--- src/rtl/cp0_exc_unit.sv ---
// Coprocessor-0 exception unit: SR/Cause/EPC/PRId, interrupt/exception arbitration and eret.
// Optional macro CP0_FWD_EN forwards a same-cycle mtc0 write onto DOut/epcValue.
module cp0_exc_unit #(
    parameter logic [31:0] PRID      = 32'h4D49_5053,
    parameter int unsigned NUM_HWINT = 6
) (
    input  logic                 clk,
    input  logic                 reset,
    input  logic                 WE,
    input  logic [4:0]           A1,
    input  logic [4:0]           A2,
    input  logic [31:0]          DIn,
    input  logic [31:0]          pcValue_MEM,
    input  logic                 BD_MEM,
    input  logic [4:0]           ExcCode_MEM,
    input  logic [NUM_HWINT-1:0] HWInt,
    input  logic                 eret_MEM,
    output logic [31:0]          DOut,
    output logic                 flush,
    output logic                 epc_WE,
    output logic [31:0]          epcValue
);

    localparam logic [4:0] RegSr    = 5'd12;
    localparam logic [4:0] RegCause = 5'd13;
    localparam logic [4:0] RegEpc   = 5'd14;
    localparam logic [4:0] RegPrid  = 5'd15;

    logic [NUM_HWINT-1:0] sr_im_q, sr_im_d;
    logic                 sr_exl_q, sr_exl_d;
    logic                 sr_ie_q, sr_ie_d;
    logic                 cause_bd_q, cause_bd_d;
    logic [NUM_HWINT-1:0] cause_ip_q;
    logic [4:0]           cause_exc_q, cause_exc_d;
    logic [31:2]          epc_q, epc_d;

    logic        int_req;
    logic        exc_req;
    logic        mtc0_ok;
    logic [31:0] epc_next;
    logic [31:0] sr_rd;
    logic [31:0] cause_rd;

    assign int_req  = (|(HWInt & sr_im_q)) & sr_ie_q & ~sr_exl_q;
    assign exc_req  = (ExcCode_MEM != 5'd0) & ~sr_exl_q;
    assign flush    = int_req | exc_req;
    assign epc_WE   = eret_MEM & ~flush;
    assign mtc0_ok  = WE & ~flush;
    // A faulting delay-slot instruction restarts at its branch.
    assign epc_next = BD_MEM ? (pcValue_MEM - 32'd4) : pcValue_MEM;

    always_comb begin
        sr_im_d     = sr_im_q;
        sr_exl_d    = sr_exl_q;
        sr_ie_d     = sr_ie_q;
        cause_bd_d  = cause_bd_q;
        cause_exc_d = cause_exc_q;
        epc_d       = epc_q;
        if (flush) begin
            sr_exl_d    = 1'b1;
            cause_exc_d = int_req ? 5'd0 : ExcCode_MEM;
            cause_bd_d  = BD_MEM;
            epc_d       = epc_next[31:2];
        end else begin
            if (WE && A2 == RegSr) begin
                sr_im_d  = DIn[10 +: NUM_HWINT];
                sr_exl_d = DIn[1];
                sr_ie_d  = DIn[0];
            end
            if (WE && A2 == RegEpc) begin
                epc_d = DIn[31:2];
            end
            // eret's EXL clear overrides a coincident mtc0 to SR.
            if (epc_WE) begin
                sr_exl_d = 1'b0;
            end
        end
    end

    always_ff @(posedge clk) begin
        if (reset) begin
            sr_im_q     <= '0;
            sr_exl_q    <= 1'b0;
            sr_ie_q     <= 1'b0;
            cause_bd_q  <= 1'b0;
            cause_ip_q  <= '0;
            cause_exc_q <= 5'd0;
            epc_q       <= '0;
        end else begin
            sr_im_q     <= sr_im_d;
            sr_exl_q    <= sr_exl_d;
            sr_ie_q     <= sr_ie_d;
            cause_bd_q  <= cause_bd_d;
            cause_ip_q  <= HWInt;
            cause_exc_q <= cause_exc_d;
            epc_q       <= epc_d;
        end
    end

    always_comb begin
        sr_rd                   = '0;
        sr_rd[10 +: NUM_HWINT]  = sr_im_q;
        sr_rd[1]                = sr_exl_q;
        sr_rd[0]                = sr_ie_q;
        cause_rd                = '0;
        cause_rd[31]            = cause_bd_q;
        cause_rd[10 +: NUM_HWINT] = cause_ip_q;
        cause_rd[6:2]           = cause_exc_q;
    end

`ifdef CP0_FWD_EN
    logic [31:0] sr_wr_val;
    logic [31:0] epc_wr_val;

    always_comb begin
        sr_wr_val                  = '0;
        sr_wr_val[10 +: NUM_HWINT] = DIn[10 +: NUM_HWINT];
        sr_wr_val[1:0]             = DIn[1:0];
    end
    assign epc_wr_val = {DIn[31:2], 2'b00};
`endif

    always_comb begin
        unique case (A1)
            RegSr:    DOut = sr_rd;
            RegCause: DOut = cause_rd;
            RegEpc:   DOut = {epc_q, 2'b00};
            RegPrid:  DOut = PRID;
            default:  DOut = '0;
        endcase
        epcValue = {epc_q, 2'b00};
`ifdef CP0_FWD_EN
        if (mtc0_ok && A1 == A2 && A2 == RegSr) begin
            DOut = sr_wr_val;
        end
        if (mtc0_ok && A1 == A2 && A2 == RegEpc) begin
            DOut = epc_wr_val;
        end
        if (mtc0_ok && A2 == RegEpc) begin
            epcValue = epc_wr_val;
        end
`else
        if (mtc0_ok && 1'b0) begin
            DOut = '0;
        end
`endif
    end

endmodule

--- config.mk ---
export PLATFORM = sky130hd
export DESIGN_NAME = cp0_exc_unit
export DESIGN_NICKNAME = d
export VERILOG_FILES = /design/src/rtl/cp0_exc_unit.sv
export SDC_FILE = /design/constraint.sdc
export NUM_CORES = 1
export LEC_CHECK = 0
export ABC_AREA = 1
export CAP_MARGIN = 5
export CORE_ASPECT_RATIO = 0.9
export CORE_MARGIN = 1
export CORE_UTILIZATION = 35
export CTS_BUF_LIST = sky130_fd_sc_hd__clkbuf_16
export CTS_CLUSTER_SIZE = 8
export DETAILED_ROUTE_END_ITERATION = 8
export GPL_TIMING_DRIVEN = 0
export PLACE_DENSITY = 0.73
export SLEW_MARGIN = 10
export SYNTH_ARGS = -nofsm -noshare
export SYNTH_HDL_FRONTEND = slang
export SYNTH_SLANG_ARGS = --single-unit
--- constraint.sdc ---
create_clock -name clk -period 1.6 [get_ports clk]
set_input_delay 0.24 -clock clk [delete_from_list [all_inputs] [get_ports clk]]
set_output_delay 0.24 -clock clk [all_outputs]
set_load 0.01 [all_outputs]
==> results of run 1 <==
==> worst max-delay path, delay by kind of cell, from the launching register on <==
kind                   cells  cell delay, ps
AO/OA/AOI/OAI              1             170
buffers and inverters      2             220
flip-flops                 1             350
AND/OR/NAND/NOR            6             400
==> routing by layer <==
metal	track usage	up-vias
met1	0.358	2126
met2	0.462	202
met5	0	-
met4	0.0422	0
met3	0.0456	14
li1	-	2218
==> timing repair <==
action	in CTS	in global routing
setup endpoints to repair	61	56
gates cloned	0	2
pin swaps	17	19
buffers inserted	20	2
resized for setup	201	87
==> area by class of cell <==
cell class	count	area, um2
plain buffers	21	189
clock buffers	5	125
clock inverters	3	43.8
fillers	909	3870
inverters	67	262
multi-input cells	452	2390
flip-flops and latches	50	1010
well taps	126	158
repair buffers	174	1610
==> worst max path at each step <==
| stage | cells past startpoint | endpoint | from | slack [ps] |
|---|---|---|---|---|
| after floorplan | 3 | DOut[0] | A1[1] | 80 |
| after global placement | 9 | DOut[20] | A1[3] | -1230 |
| after detailed placement | 9 | DOut[7] | A1[3] | -1300 |
| after CTS | 9 | epc_WE | sr_im_q[0] | -80 |
| after global routing | 12 | cause_exc_q[1] | sr_im_q[5] | -170 |
| final | 9 | epc_WE | sr_im_q[4] | -90 |
==> kinds of logic (layout without fill, tap and decap cells) <==
kind of cell | after synthesis | in the layout | synth area share
and+or+nand+nor | 348 | 348 | 0.423
muxes | 1 | 1 | 0.00288
other | 1 | 2 | 0.00108
buffers and inverters | 89 | 270 | 0.108
adders and majority gates | 1 | 1 | 0.00360
xor gates and xnor gates | 14 | 14 | 0.0352
DFF | 50 | 50 | 0.288
AOI/OAI and AO/OA | 86 | 86 | 0.138
==> per-stage QoR <==
| step | setup slack, ps | hold WS (ps) | instance area, um2 |
|---|---|---|---|
| 4_1_cts | -84.9 | 314 | 5510 |
| 2_1_floorplan | 79.2 | 347 | 3480 |
| 6_report | -91.4 | 323 | 5780 |
| 3_5_place_dp | -1300 | 457 | 5140 |
| 5_1_grt | -166 | 333 | 5780 |
| 3_3_place_gp | -1230 | 452 | 5140 |
==> cells in the mapped netlist (2+ instances only) <==
cell,number
o21ai_0,36
buf_4,4
dfxtp_1,50
xor2_1,8
nand2_1,186
nand2_2,3
buf_6,2
clkbuf_1,7
buf_2,9
o211ai_1,5
a22o_1,2
o21bai_1,2
nand4_1,7
nor4_1,2
nand3_1,31
nor2_1,98
a21oi_1,30
nor2_2,8
a31oi_1,7
nor3_1,3
nor2_4,3
inv_2,3
xnor2_1,6
inv_1,63
==> flip-flops by register name, summed over array words and instances (netlist names) <==
name,count
epc_q,30
cause_ip_q,6
sr_im_q,6
cause_exc_q,5
cause_bd_q,1
sr_exl_q,1
sr_ie_q,1
==> power by group through the flow <==
stage	Clock, mW	Combinational, mW	Sequential [mW]
floorplan	0	0.387	1.45
global placement	0	0.954	1.44
detailed placement	0	0.962	1.44
CTS	1.23	1.01	1.41
global route	1.29	1.20	1.42
finish	1.23	1.11	1.41
==> metrics.md, run 1 <==
| Metric | Value |
|---|---|
| Die Y | `roughly 97 um` |
| Largest net degree at the start of global routing | `20` |
| Ant. Diodes | `0` |
| Inst Count DP | `~870` |
| Setup Crit Path Kind | `register to output pin` |
| DP HPWL | `around 11000 um` |
| Max_slew headroom | `0.586` |
| I/O pin count | `156` |
| Initial Util | `0.360` |
| Synth area leaders | `dfxtp_1 29%, nand2_1 20%, nor2_1 11%, inv_1 6.8%, o21ai_0 5.2%` |
| PortBufs | `150` |
| Reg power frac | `0.377` |
| Hold path endpoint | `cause_ip_q[4]` |
| Commonest non-fill, non-tap cell in the layout | `nand2_1` |
| Via count | `4560` |
| Post-synthesis area per instance | `between 5 and 6 um2` |
| Initial antenna violation count | `0` |
| Actual slew at the worst max-slew pin | `about 620 ps` |
| Final hold vios | `0` |
| Status | `finished with violations` |
| Max_cap viols | `0` |
| Hold path cells | `3` |
| Most used DFF post-synth | `dfxtp_1` |
| H-tree level count | `2` |
| Number of max-slew violations in the final report | `0` |
| Placeable Area | `about 9700 um2` |
| Num rows | `34` |
| Critical Path RT | `between 1000 and 1500 ps` |
| Share of cells above drive strength 1 | `0.223` |
| CP Max Fanout | `3` |
| Mapped Cells | `slightly below 600` |
| Reg clk slew, reported paths | `~70 ps` |
| Crit path largest cell delay | `about 350 ps` |
| CTS tree | `done` |
| Gr usage total | `0.268` |
| Fin crit share | `1.06` |
| Number of global-route vias before repair | `4114` |
| Final core utilization | `0.599` |
| CTS Hold Bufs | `0` |
| Crit. End Element | `output pin` |
| Wire per inst | `~16 um` |
| P per Cell Area | `roughly 650 nW/um2` |
| Critical Path Source Type | `register` |
| Worst-Skew Late Latency | `about 290 ps` |
| Synth warn | `0` |
| RR Endpoint | `cause_exc_q[1]` |
| Internal | `between 2 and 3 mW` |
| Antenna Nets Post-Route | `0` |
| Die W | `approximately 110 um` |
| Commonest cells after routing, fill and taps aside | `174 x nand2_1, 82 x clkdlybuf4s50_1, 68 x nor2_1` |
| Final min period | `1690 ps` |
| Worst R2R Setup Slack | `-60 ps` |
| CTS root buf | `clkbuf_16` |
| Crit-path cells | `nand2_1 > nand2_2 > nor2_4 > a21oi_4 > nand2_4 > nand2_8 > buf_8 > nor2_4 > buf_6` |
| Num Clock Sinks | `50` |
| Setup violators final | `8` |
| Setup TNS | `-295 ps` |
| CP max-delay cell | `dfxtp_2` |
| Wire length on met3 | `~1100 um` |
| Failing checks | `negative setup slack` |
| Peak supply drop | `0.000443 V` |
| Cell variety after synth | `39` |
| Global-route wire length before repair | `21200 um` |
| Critical Path AT | `around 1500 ps` |
| Comb power frac | `0.295` |
| Yosys reg bits | `50` |
| Setup ws final | `-91.4 ps` |
| Hold WC Path Type | `input port to register` |
| Static leakage | `between 2 and 3 nW` |
| Drt drc | `0` |
| FMAX | `between 0.5 and 0.6 GHz` |
| Final cell count without fillers | `roughly 900` |
| RSZ-0062 raised after global routing | `yes` |
| CTS Buffer Depth | `2` |
| Share of the synthesized area in the top cell type | `0.288` |
| Critical path's most frequent cell | `nor2_4` |
| Net Sw Power | `~1.1 mW` |
| Final Skew | `a little under 8 ps` |
| Total Power | `3.75 mW` |
| Yosys top cell by area | `dfxtp_1` |
| Drt via density | `a little over 5` |
| Hold Crit Start | `HWInt[4]` |
| Area of the die | `around 10000 um2` |
| Syn-to-layout area delta | `66.2%` |
| Initial DRC Count | `~280` |
| Congestion Overflow GR | `0` |
| R2R Path Start | `sr_im_q[4]` |
| TritonRoute pass-1 iters | `5` |
| Routability cong. | `~0.89` |
| Netlist Area Pre-Place | `roughly 3500 um2` |
| Sw frac | `0.299` |
| Met1 WL | `between 6000 and 7000 um` |
| Number of synthesized flops with an enable pin | `0` |
| Sequential-to-total area share from yosys stat | `0.288` |
| Clock share of power | `0.327` |
| Nets@finish | `about 860` |
| Inserted Clock Buffers | `5` |
| Met2 wire len | `6940 um` |
| Max layer used | `met4` |
| Post-synth ARST share | `0` |
| Routed WL | `about 15000 um` |
| R2R depth | `12` |
Power figures use the tool's default switching activity.
==> run 2: changes to the inputs <==
Settings changed: CTS_CLUSTER_SIZE 8 to unset, MAX_ROUTING_LAYER set to met4.
==> run 2 against run 1 <==
Effect of this change: the run still ends with negative setup slack left; sequential share of layout area shrank 0.26 points; hold slack got worse by 6.3 ps; clock skew barely moved; clock power about the same; final cell count increased by 0.89%; utilization grew 0.92 points; global-route usage up 1.9 points; largest power group unchanged.
==> metrics.md, run 2 (synthesized netlist as in run 1, its figures left out) <==
| Metric | Value |
|---|---|
| Number of max-slew violations in the final report | `0 (unchanged)` |
| Via count | `4585 (was 4560)` |
| Die W | `107 um (unchanged)` |
| Routed WL | `14700 um (was 14500 um)` |
| Hold slack | `317 ps (was 323 ps)` |
| Fin crit share | `1.06 (about the same)` |
| Share of cells above drive strength 1 | `0.228 (was 0.223)` |
| Hold WC Path Type | `input port to register (unchanged)` |
| Inst Count DP | `867 (unchanged)` |
| Comb power frac | `0.292 (was 0.295)` |
| Met1 usage | `0.371 (was 0.358)` |
| Reg clk slew, reported paths | `70 ps (about the same)` |
| Num rows | `34 (unchanged)` |
| Congestion Overflow GR | `0 (unchanged)` |
| Setup violators final | `5 (was 8)` |
| Nets@finish | `870 (was 862)` |
| RSZ-0062 raised after global routing | `yes (unchanged)` |
| CTS tree | `done (unchanged)` |
| Final min period | `1700 ps (was 1690 ps)` |
| M3 GR Usage | `0.0423 (was 0.0456)` |
| Number of global-route vias before repair | `4267 (was 4114)` |
| Actual slew at the worst max-slew pin | `728 ps (was 620 ps)` |
| Routability cong. | `0.913 (was 0.892)` |
| Reg power frac | `0.377 (about the same)` |
| Failing checks | `negative setup slack (unchanged)` |
| Antenna Nets Post-Route | `0 (unchanged)` |
| Critical Path Source Type | `register (unchanged)` |
| Final core utilization | `0.608 (was 0.599)` |
| Hold Crit Start | `ExcCode_MEM[3] (was HWInt[4])` |
| Critical Path AT | `1460 ps (was 1450 ps)` |
| Drt via density | `5.06 (was 5.08)` |
| Worst-Skew Late Latency | `290 ps (about the same)` |
| Ant. Diodes | `0 (unchanged)` |
| Gr usage total | `0.288 (was 0.268)` |
| Commonest non-fill, non-tap cell in the layout | `nand2_1 (unchanged)` |
| Final cell count without fillers | `906 (was 898)` |
| Hold path cells | `3 (unchanged)` |
| H-tree level count | `2 (unchanged)` |
| Final Cell Area | `5870 um2 (was 5780 um2)` |
| Internal | `2.62 mW (was 2.63 mW)` |
| Max_cap viols | `0 (unchanged)` |
| R2R depth | `12 (unchanged)` |
| Num Clock Sinks | `50 (unchanged)` |
| Setup TNS | `-277 ps (was -295 ps)` |
| Area of the die | `10300 um2 (unchanged)` |
| Final hold vios | `0 (unchanged)` |
| Total Power | `3.76 mW (was 3.75 mW)` |
| TritonRoute pass-1 iters | `4 (was 5)` |
| Initial antenna violation count | `0 (unchanged)` |
| Setup ws final | `-95.0 ps (was -91.4 ps)` |
| FMAX | `0.590 GHz (was 0.591 GHz)` |
| Drt drc | `0 (unchanged)` |
| Largest registers | `epc_q (30), cause_ip_q (6), sr_im_q (6) (unchanged)` |
| Commonest cells after routing, fill and taps aside | `175 x nand2_1, 82 x clkdlybuf4s50_1, 74 x nor2_1 (was 174 x nand2_1, 82 x clkdlybuf4s50_1, 68 x nor2_1)` |
| Net Sw Power | `1.14 mW (was 1.12 mW)` |
| Initial DRC Count | `209 (was 283)` |
| Placeable Area | `9660 um2 (unchanged)` |
| CTS Hold Bufs | `0 (unchanged)` |
| Wire per inst | `16.2 um (about the same)` |
| PortBufs | `150 (unchanged)` |
| Inserted Clock Buffers | `5 (unchanged)` |
| Peak supply drop | `0.000506 V (was 0.000443 V)` |
| Largest register by flop count | `epc_q (unchanged)` |
| Largest net degree at the start of global routing | `20 (unchanged)` |
| Setup crit start | `sr_im_q[4] (unchanged)` |
| Post-Place Cell Area | `5140 um2 (unchanged)` |
| M2 GR Usage | `0.482 (was 0.462)` |
| DP HPWL | `11100 um (was 11200 um)` |
| Die Y | `96.6 um (unchanged)` |
| Final Skew | `7.38 ps (was 7.71 ps)` |
| Initial Util | `0.360 (unchanged)` |
| Critical Path RT | `1360 ps (about the same)` |
| Clock share of power | `0.330 (was 0.327)` |
| Status | `finished with violations (unchanged)` |
| P per Cell Area | `640 nW/um2 (was 648 nW/um2)` |
| Most Crowded Layer GR | `met2 (unchanged)` |
| Syn-to-layout area delta | `68.7% (was 66.2%)` |
| Max_slew headroom | `0.514 (was 0.586)` |
| Static leakage | `2.71 nW (was 2.66 nW)` |
| CP Max Fanout | `5 (was 3)` |
| Global-route wire length before repair | `22100 um (was 21200 um)` |
| Pre-CTS setup slack | `-1380 ps (was -1300 ps)` |
| Sw frac | `0.303 (was 0.299)` |
| R2R Path Start | `sr_im_q[4] (unchanged)` |
| Max reg flops | `30 (unchanged)` |
| I/O pin count | `156 (unchanged)` |
| CTS Buffer Depth | `2 (unchanged)` |
| Crit. End Element | `output pin (unchanged)` |
| Setup Crit Path Kind | `register to output pin (unchanged)` |
| CTS root buf | `clkbuf_16 (unchanged)` |
run 2: layout make-up:
cell class	instances	area, um2
flip-flops and latches	50	1010
plain buffers	21	181
clock inverters	3	43.8
clock buffers	5	125
fillers	925	3790
repair buffers	182	1700
inverters	67	262
multi-input cells	452	2390
well taps	126	158
run 2: critical path, stage by stage (launching register included):
cell and delay (ps):
dfxtp_2 360, nand2_1 70, nand2_2 80, nor2_4 40
a21oi_4 160, nand2_4 90, nand2_8 80, buf_8 120
nor2_4 30, buf_6 110
run 2: path summary, 6_finish.rpt:
check	end	slack (ps)
setup / recovery	epc_WE	-100
hold / removal	cause_exc_q[3]	320
setup reg to reg	cause_exc_q[4]	-60
hold reg to reg	cause_exc_q[3]	470
run 2: repair_timing:
| action | 4_1_cts | 5_1_grt |
|---|---|---|
| gates resized for setup | 222 | 75 |
| cloned | 1 | 1 |
| endpoints found under the setup margin | 64 | 61 |
| pin swaps | 17 | 26 |
| buffers inserted | 23 | 8 |
run 2: routing by layer:
metal | vias up | wire length, um
met5 | - | 0
met4 | 0 | 239
met3 | 23 | 1080
met2 | 192 | 6820
met1 | 2130 | 6510
li1 | 2240 | -
run 2: power groups by stage:
stage	registers [mW]	logic, mW	clock network [mW]
floorplan	1.45	0.387	0
global placement	1.44	0.956	0
detailed placement	1.44	0.962	0
CTS	1.41	1.03	1.23
global route	1.42	1.18	1.28
finish	1.42	1.10	1.24
==> run 3: changes to the inputs <==
Settings changed: CORE_UTILIZATION 35 to 40, PLACE_DENSITY 0.73 to 0.81.
==> run 3 against run 2 <==
Effect of this change: the run still ends with negative setup slack left; non-clock buffer count is 4 higher; via count is 3.4% higher; global-route usage is 4.3 points higher; hold slack worse by 7.1 ps; clock-buffer cell count unchanged; fmax decreased by 0.76%; die area fell by 12%; final cell count down 0.77%; setup slack worse by 13 ps; power decreased by 0.16%; critical endpoint unchanged; largest cell class unchanged; highest routed layer unchanged.
==> metrics.md, run 3 (synthesized netlist as in run 1, its figures left out) <==
| Metric | Value |
|---|---|
| Filler cells | `709 (was 925)` |
| Congestion Overflow GR | `0 (unchanged)` |
| Placeable Area | `8220 um2 (was 9660 um2)` |
| RSZ-0062 raised after global routing | `yes (unchanged)` |
| Die Y | `90.5 um (was 96.6 um)` |
| RR Endpoint | `cause_exc_q[4] (unchanged)` |
| Via count | `4741 (was 4585)` |
| Crit-path cells | `nand2_2 > nand2_2 > nor2_4 > a21oi_4 > nand2_4 > nand2_8 > buf_8 > nor2_4 > buf_6 (was nand2_1 > nand2_2 > nor2_4 > a21oi_4 > nand2_4 > nand2_8 > buf_8 > nor2_4 > buf_6)` |
| FMAX | `0.585 GHz (was 0.590 GHz)` |
| Fin crit share | `1.07 (was 1.06)` |
| H-tree level count | `2 (unchanged)` |
| Most Crowded Layer GR | `met2 (unchanged)` |
| Drt via density | `5.27 (was 5.06)` |
| Largest registers | `epc_q (30), cause_ip_q (6), sr_im_q (6) (unchanged)` |
| R2R Path Start | `sr_im_q[1] (was sr_im_q[4])` |
| Share of cells above drive strength 1 | `0.237 (was 0.228)` |
| CTS tree | `done (unchanged)` |
| Critical Path AT | `1470 ps (was 1460 ps)` |
| Gr usage total | `0.331 (was 0.288)` |
| Worst R2R Setup Slack | `-100 ps (was -60 ps)` |
| M2 GR Usage | `0.518 (was 0.482)` |
| Setup ws final | `-108 ps (was -95.0 ps)` |
| Ant. Diodes | `0 (unchanged)` |
| Commonest cells after routing, fill and taps aside | `170 x nand2_1, 82 x clkdlybuf4s50_1, 70 x nor2_1 (was 175 x nand2_1, 82 x clkdlybuf4s50_1, 74 x nor2_1)` |
| Critical Path Source Type | `register (unchanged)` |
| Status | `finished with violations (unchanged)` |
| Inserted Clock Buffers | `5 (unchanged)` |
| Final min period | `1710 ps (was 1700 ps)` |
| Max_cap viols | `0 (unchanged)` |
| Met1 usage | `0.448 (was 0.371)` |
| Peak supply drop | `0.000608 V (was 0.000506 V)` |
| TritonRoute pass-1 iters | `5 (was 4)` |
| CTS root buf | `clkbuf_16 (unchanged)` |
| Largest net degree at the start of global routing | `20 (unchanged)` |
| Initial Util | `0.423 (was 0.360)` |
| CP bufs+invs | `2 (unchanged)` |
| Antenna Nets Post-Route | `0 (unchanged)` |
| Max reg flops | `30 (unchanged)` |
| Syn-to-layout area delta | `67.7% (was 68.7%)` |
| Global-route wire length before repair | `22700 um (was 22100 um)` |
| Crit path largest cell delay | `340 ps (was 360 ps)` |
| CP Max Fanout | `3 (was 5)` |
| Number of global-route vias before repair | `4410 (was 4267)` |
| I/O pin count | `156 (unchanged)` |
| Num rows | `31 (was 34)` |
| CTS Hold Bufs | `0 (unchanged)` |
| Wire per inst | `16.6 um (was 16.2 um)` |
| CTS Buffer Depth | `2 (unchanged)` |
| Setup violators final | `15 (was 5)` |
| Setup TNS | `-623 ps (was -277 ps)` |
| Initial antenna violation count | `0 (unchanged)` |
| Critical Path RT | `1360 ps (about the same)` |
| Failing checks | `negative setup slack (unchanged)` |
| Commonest non-fill, non-tap cell in the layout | `nand2_1 (unchanged)` |
| Nets@finish | `874 (was 870)` |
| Drt drc | `0 (unchanged)` |
| Area of the die | `9080 um2 (was 10300 um2)` |
| Largest delay contributor family on the critical path | `simple AND/OR/NAND/NOR gates (unchanged)` |
| Routability cong. | `0.976 (was 0.913)` |
| DP HPWL | `11200 um (was 11100 um)` |
| P per Cell Area | `642 nW/um2 (was 640 nW/um2)` |
| Initial DRC Count | `348 (was 209)` |
| CP max-delay cell | `dfxtp_2 (unchanged)` |
| Die W | `100 um (was 107 um)` |
| Final Skew | `4.40 ps (was 7.38 ps)` |
| PortBufs | `150 (unchanged)` |
| Hold Crit Start | `HWInt[2] (was ExcCode_MEM[3])` |
| Largest register by flop count | `epc_q (unchanged)` |
| Final hold vios | `0 (unchanged)` |
| Routed WL | `14900 um (was 14700 um)` |
| Reg clk slew, reported paths | `70 ps (about the same)` |
| R2R depth | `12 (unchanged)` |
| Crit. End Element | `output pin (unchanged)` |
| Hold path cells | `3 (unchanged)` |
| Hold path endpoint | `cause_ip_q[2] (was cause_exc_q[3])` |
| Worst-Skew Late Latency | `290 ps (about the same)` |
| Pre-CTS setup slack | `-1260 ps (was -1380 ps)` |
| Max_slew headroom | `0.591 (was 0.514)` |
| Setup Crit Path Kind | `register to output pin (unchanged)` |
| Hold WC Path Type | `input port to register (unchanged)` |
| Num Clock Sinks | `50 (unchanged)` |
| Actual slew at the worst max-slew pin | `614 ps (was 728 ps)` |
| Static leakage | `2.73 nW (was 2.71 nW)` |
| M3 GR Usage | `0.0395 (was 0.0423)` |
| Number of max-slew violations in the final report | `0 (unchanged)` |
## run 3: worst min-delay path, stage by stage
cell	delay, ps
dlygate4sd2_1	220
inv_1	40
nor2_1	60
## run 3: repair_timing
action,in CTS,in global routing
cloned,2,0
resized for setup,217,81
setup buffers,21,13
pin swaps,20,22
hold endpoints to repair,0,0
endpoints found under the setup margin,77,70
## run 3: per-stage QoR
stage | hold WS (ps) | util | power (mW) | cell area [um2] | instances
final | 310 | 0.710 | 3.75 | 5840 | 899
after global routing | 335 | 0.710 | 3.88 | 5840 | 899
after CTS | 307 | 0.672 | 3.66 | 5530 | 886
after detailed placement | 470 | 0.624 | 2.40 | 5130 | 856
after global placement | 452 | 0.624 | 2.39 | 5130 | 856
after floorplan | 347 | - | 1.83 | 3480 | 591
## run 3: final cells by class
type / instances / area (um2) / share of cell area
clock inverters: 3 / 43.8 / 0.00750
flip-flops and latches: 50 / 1010 / 0.173
clock buffers: 5 / 125 / 0.0214
inverters: 67 / 264 / 0.0452
repair buffers: 186 / 1690 / 0.289
plain buffers: 21 / 181 / 0.0311
well taps: 115 / 144 / 0.0247
multi-input cells: 452 / 2380 / 0.408
## run 3: report_power, final
| part | total [mW] | switching, mW | internal, mW |
|---|---|---|---|
| Combinational | 1.10 | 0.564 | 0.535 |
| Sequential | 1.42 | 0.0790 | 1.34 |
| Clock | 1.23 | 0.491 | 0.741 |
| Total | 3.75 | 1.13 | 2.61 |
## run 3: worst max-delay path by stage
stage	endpoint	depth (start not counted)	from
floorplan	DOut[0]	3	A1[1]
global placement	DOut[23]	9	A1[3]
detailed placement	DOut[8]	9	A1[3]
CTS	epc_WE	9	sr_im_q[0]
global route	epc_WE	9	sr_im_q[4]
finish	epc_WE	9	sr_im_q[1]
## run 3: layer usage
metal | vias up | wire length (um)
li1 | 2246 | -
met1 | 2191 | 6240
met2 | 272 | 6940
met3 | 32 | 1460
met4 | 0 | 319
met5 | - | 0
